### src/rtl/cacheline_adaptor_pkg.sv
// Shared types and default geometry for the cache <-> memory burst bridge.
package cache_mem_types;

  localparam int LINE_WIDTH  = 256;
  localparam int BURST_LEN   = 4;
  localparam int ADDR_WIDTH  = 32;
  localparam int BURST_WIDTH = LINE_WIDTH / BURST_LEN;
  localparam int OFFSET_BITS = $clog2(LINE_WIDTH / 8);

  typedef enum logic [1:0] {
    IDLE  = 2'd0,
    READ  = 2'd1,
    WRITE = 2'd2,
    DONE  = 2'd3
  } adaptor_state_t;

endpackage

### src/rtl/cacheline_adaptor.sv
// Purpose: converts one whole-line cache read/write into a BURST_LEN-beat memory burst.
// Latency: request accepted on the edge it is seen in IDLE; resp_o pulses the cycle after the last beat.
// Backpressure: beats advance only on resp_i; gaps hold state and beat index, cache inputs ignored when busy.
module cacheline_adaptor #(
  parameter int BURST_LEN        = cache_mem_types::BURST_LEN,
  parameter int CACHE_LINE_WIDTH = cache_mem_types::LINE_WIDTH,
  parameter int ADDR_WIDTH       = cache_mem_types::ADDR_WIDTH
) (
  input  logic                                  clk,
  input  logic                                  rst,
  input  logic [CACHE_LINE_WIDTH-1:0]           line_i,
  output logic [CACHE_LINE_WIDTH-1:0]           line_o,
  input  logic [ADDR_WIDTH-1:0]                 address_i,
  input  logic                                  read_i,
  input  logic                                  write_i,
  output logic                                  resp_o,
  input  logic [CACHE_LINE_WIDTH/BURST_LEN-1:0] burst_i,
  output logic [CACHE_LINE_WIDTH/BURST_LEN-1:0] burst_o,
  output logic [ADDR_WIDTH-1:0]                 address_o,
  output logic                                  read_o,
  output logic                                  write_o,
  input  logic                                  resp_i
);
  import cache_mem_types::adaptor_state_t;
  import cache_mem_types::IDLE;
  import cache_mem_types::READ;
  import cache_mem_types::WRITE;
  import cache_mem_types::DONE;

  localparam int BW    = CACHE_LINE_WIDTH / BURST_LEN;
  localparam int IDX_W = $clog2(BURST_LEN);
  localparam int OFF   = $clog2(CACHE_LINE_WIDTH / 8);
  localparam logic [IDX_W-1:0] LAST = IDX_W'(BURST_LEN - 1);

  adaptor_state_t                state;
  logic [IDX_W-1:0]              idx;
  logic [CACHE_LINE_WIDTH-1:0]   line_buf;
  // Only the line-aligned part of the address is kept; the offset is always driven as zero.
  logic [ADDR_WIDTH-OFF-1:0]     addr_q;

  always_ff @(posedge clk) begin
    if (rst) begin
      state    <= IDLE;
      idx      <= '0;
      line_buf <= '0;
      addr_q   <= '0;
    end else begin
      case (state)
        IDLE: begin
          if (write_i) begin
            line_buf <= line_i;
            addr_q   <= address_i[ADDR_WIDTH-1:OFF];
            idx      <= '0;
            state    <= WRITE;
          end else if (read_i) begin
            addr_q <= address_i[ADDR_WIDTH-1:OFF];
            idx    <= '0;
            state  <= READ;
          end
        end
        READ: begin
          if (resp_i) begin
            line_buf[BW*idx +: BW] <= burst_i;
            if (idx == LAST) begin
              idx   <= '0;
              state <= DONE;
            end else begin
              idx <= idx + 1'b1;
            end
          end
        end
        WRITE: begin
          if (resp_i) begin
            if (idx == LAST) begin
              idx   <= '0;
              state <= DONE;
            end else begin
              idx <= idx + 1'b1;
            end
          end
        end
        default: state <= IDLE;
      endcase
    end
  end

  // Every memory-side output decodes from registered state only.
  assign read_o    = (state == READ);
  assign write_o   = (state == WRITE);
  assign resp_o    = (state == DONE);
  assign address_o = {addr_q, {OFF{1'b0}}};
  assign burst_o   = line_buf[BW*idx +: BW];
  assign line_o    = line_buf;

endmodule

### config.mk
export PLATFORM = sky130hd
export DESIGN_NAME = cacheline_adaptor
export DESIGN_NICKNAME = d
export VERILOG_FILES = /design/src/rtl/cacheline_adaptor_pkg.sv /design/src/rtl/cacheline_adaptor.sv
export SDC_FILE = /design/constraint.sdc
export NUM_CORES = 1
export LEC_CHECK = 0
export BUFFER_PORTS_ARGS = -buffer_cell sky130_fd_sc_hd__buf_2
export CAP_MARGIN = 10
export CORE_AREA = 2 2 279 281
export CTS_CLUSTER_DIAMETER = 100
export DETAILED_ROUTE_END_ITERATION = 10
export DIE_AREA = 0 0 281 283
export PLACE_DENSITY = 0.44
export RECOVER_POWER = 50
export SKIP_LAST_GASP = 1
export SLEW_MARGIN = 20
export SYNTH_ARGS = -nofsm -noshare
export SYNTH_HDL_FRONTEND = slang
export SYNTH_SLANG_ARGS = --single-unit
export TNS_END_PERCENT = 20
### constraint.sdc
create_clock -name clk -period 3.3 [get_ports clk]
set_input_delay 0 -clock clk [delete_from_list [all_inputs] [get_ports clk]]
set_output_delay 0 -clock clk [all_outputs]
set_load 0.02 [all_outputs]
==> flow_summary.json <==
{
  "drv_cap": 0,
  "critical_path_required_ps": 3790,
  "rsz0062_at_grt": "false",
  "grt.total_usage_pct": 21.9,
  "htreeDepth": 2,
  "worstMarginPinSlew_ps": 1520,
  "grt_max_degree": 144,
  "synthSimpleGateAreaFrac_pct": 19.5,
  "synth.distinct_cells": 32,
  "post_cts_resized": 0,
  "ff2ff_setup_slack_ps": 220,
  "synth.most_common_cell": "a21oi_1",
  "power_frac_clock_pct": 16.2,
  "synth_common_cells": "288 x a21oi_1, 287 x dfxtp_1, 257 x nand2b_1",
  "relSlewSlack_pct": -1.37,
  "drc_errors": 0,
  "drive_gt1_share_pct": 28.7,
  "io_buffers": 701,
  "netSwitchingFraction_pct": 47.8,
  "cts-root-buf": "clkbuf_16",
  "drtAntennaViolNets": 0,
  "cp-start-kind": "flop",
  "min_path_cells": 2,
  "synth_xor_area_share_pct": 0,
  "vias_per_cell": 5.18,
  "dp.cells": 3296,
  "min-delay-start": "rst",
  "gp_congestion": 0.863,
  "p_int_w": 0.0136,
  "hold_class": "input port to flop",
  "finalHoldViolations": 0,
  "rr_endpoint": "line_o[176]$_SDFFE_PP0P_",
  "cts_sinks": 287,
  "dominantRegCellSynth": "dfxtp_1",
  "fp.dieW_um": 281,
  "drtIter0Drc": 1369,
  "failed_checks": "max-slew violations",
  "arrival_ps": 3570,
  "path_class": "flop to flop",
  "whs_endpoint": "state[0]$_SDFFE_PP0P_",
  "setup_violations": 0,
  "ys_async_sr_fraction_pct": 0,
  "core_area_sq_mm": 0.0767,
  "area_growth_pct": 61.9,
  "cts_tree": "yes",
  "clk_pin_slew_worst_paths_ps": 60,
  "die_h_um": 283,
  "grt_pass1_vias": 21422,
  "status": "complete, but fails checks",
  "antenna_found_initial": 8,
  "grt_pass1_wl_um": 136000,
  "r2r_start": "idx[0]$_SDFFE_PP0P_",
  "overflow": 0,
  "dr.pass1.iters": 5,
  "synth_compound_gate_area_share_pct": 30.6,
  "finalCritPeriodShare_pct": 93.2,
  "io_pins": 712,
  "comb_power_share_pct": 60.8,
  "clk_path_buf_depth": 3,
  "synth_edf_count": 0,
  "via_count": 20354,
  "synthMuxAreaShare_pct": 8.43,
  "synth-seq-area-share_pct": 33.2,
  "yosysWarnings": 0,
  "synth_fa_ha_area_share_pct": 0.651,
  "worstSetupEndpointType": "flop",
  "netlist_area_sq_mm": 0.0173,
  "synth.area.top_cells": "dfxtp_1 33%, a311oi_2 21%, nand2b_1 9.3%",
  "clock_latency_ps": 560,
  "power.density_mw_per_mm2": 935,
  "stdcell_count": 3927,
  "post-synth-top-area-fraction_pct": 33.2,
  "drt_wl_total_um": 90700,
  "ys_ff_latch": 287,
  "nets": 3222,
  "fin_crit_ps": 3080,
  "synth_area_per_cell_sq_um": 9.90,
  "post_cts.repair.setup_buffers": 0,
  "setup_tns_ps": 0,
  "numCtsBuffers": 40,
  "static-leakage-power_nw": 10.4,
  "synth_top_cell_by_area": "dfxtp_1",
  "synth_top_family_by_area": "compound AO/OA/AOI/OAI gates",
  "cp_max_fo": 64,
  "max_freq_mhz": 325,
  "die_area_sq_mm": 0.0795,
  "slew_viol_final": 66,
  "syn_inst": 1746,
  "finClkSkew_ps": 10.9,
  "avgRoutedWirePerCell_um": 23.1,
  "dp_hpwl_um": 56400,
  "pwr-share-seq_pct": 22.9,
  "r2r_cells": 8,
  "p_switching_w": 0.0125,
  "irDropWorstVdd_v": 0.000771,
  "start_util_pct": 22.5,
  "rows": 102
}
-- flip-flops by register name, indices dropped and copies added, names as in the netlist --
signal,count
line_o,256
state,2
addr_q,27
idx,2
-- logic make-up (layout without fill, tap and decap cells) --
kind of cell	Yosys count	count (layout)
AOI/OAI and AO/OA	556	556
adders and majority gates	9	9
buffers and inverters	245	1375
DFF	287	287
muxes	65	65
other	1	12
and+or+nand+nor	583	583
-- layer usage --
metal	part of all wire (%)	global-route usage [%]	vias to the layer above	routed length [um]
li1	-	-	8972	-
met1	40	27.5	10121	36200
met2	49	37.0	1061	44200
met3	7.6	3.96	198	6880
met4	3.7	8.82	2	3390
met5	0.014	0	-	13
-- cell usage in the layout (no fill, tap or decap), types with 6 or more instances in the layout --
master	synthesis	final
buf_4	20	26
buf_12	0	19
dfxtp_1	287	285
nand4_1	128	128
clkbuf_1	110	311
nand2_1	55	55
nand3_1	128	128
a21oi_1	288	288
buf_2	74	401
nand2b_1	257	257
clkbuf_16	0	41
diode_2	0	7
a311oi_2	240	240
a311oi_1	16	16
clkbuf_8	0	6
dlygate4sd3_1	0	557
mux4_2	64	64
-- worst max path at each step --
stage	from	endpoint	depth (start not counted)
6_report	idx[0]$_SDFFE_PP0P_	line_o[176]$_SDFFE_PP0P_	8
5_1_grt	state[1]$_SDFFE_PP0P_	line_o[78]$_SDFFE_PP0P_	7
4_1_cts	idx[0]$_SDFFE_PP0P_	line_o[176]$_SDFFE_PP0P_	8
2_1_floorplan	idx[0]$_SDFFE_PP0P_	line_o[12]$_SDFFE_PP0P_	10
3_5_place_dp	idx[0]$_SDFFE_PP0P_	line_o[174]$_SDFFE_PP0P_	7
3_3_place_gp	idx[0]$_SDFFE_PP0P_	line_o[168]$_SDFFE_PP0P_	7
-- metrics by stage --
step                      util (%)  power, W  hold WS (ps)  worst slack [ps]  cell area, sq um
after floorplan                  -    0.0154           136               935             17300
after global placement        28.1    0.0198           246               859             21500
after detailed placement      28.1    0.0200           255               801             21500
after CTS                     36.9    0.0264          18.0               243             28300
after global routing          36.5    0.0274          56.0              75.9             28000
final                         36.5    0.0261          35.0               224             28000
-- worst max-delay path, cell delays in order (launching register included) --
cell and delay, ps:
dfxtp_4 400, inv_1 140, ha_4 300, buf_4 450, nor2b_4 270, buf_12 350
nand4_1 180, a311oi_2 270, dlygate4sd3_1 590
-- layout make-up --
cell class	count	area, sq um
Multi-Input combinational cell	1218	10400
Sequential cell	287	5750
Fill cell	7915	48700
Timing Repair Buffer	1304	9300
Tap cell	1040	1300
Antenna cell	7	17.5
Clock buffer	59	1150
Clock inverter	7	72.6
Inverter	5	18.8
-- timing repair --
action                                  CTS  global route
endpoints found under the setup margin    0             0
hold endpoints to repair                286             0
hold buffers                            557             0
-- power groups by stage --
stage	Clock [W]	Combinational [W]	Sequential, W
floorplan	0	0.00837	0.00701
global placement	0	0.0138	0.00595
CTS	0.00433	0.0161	0.00593
global route	0.00446	0.0168	0.00610
detailed placement	0	0.0140	0.00599
finish	0.00424	0.0159	0.00600
(Power assumes the default switching activity.)
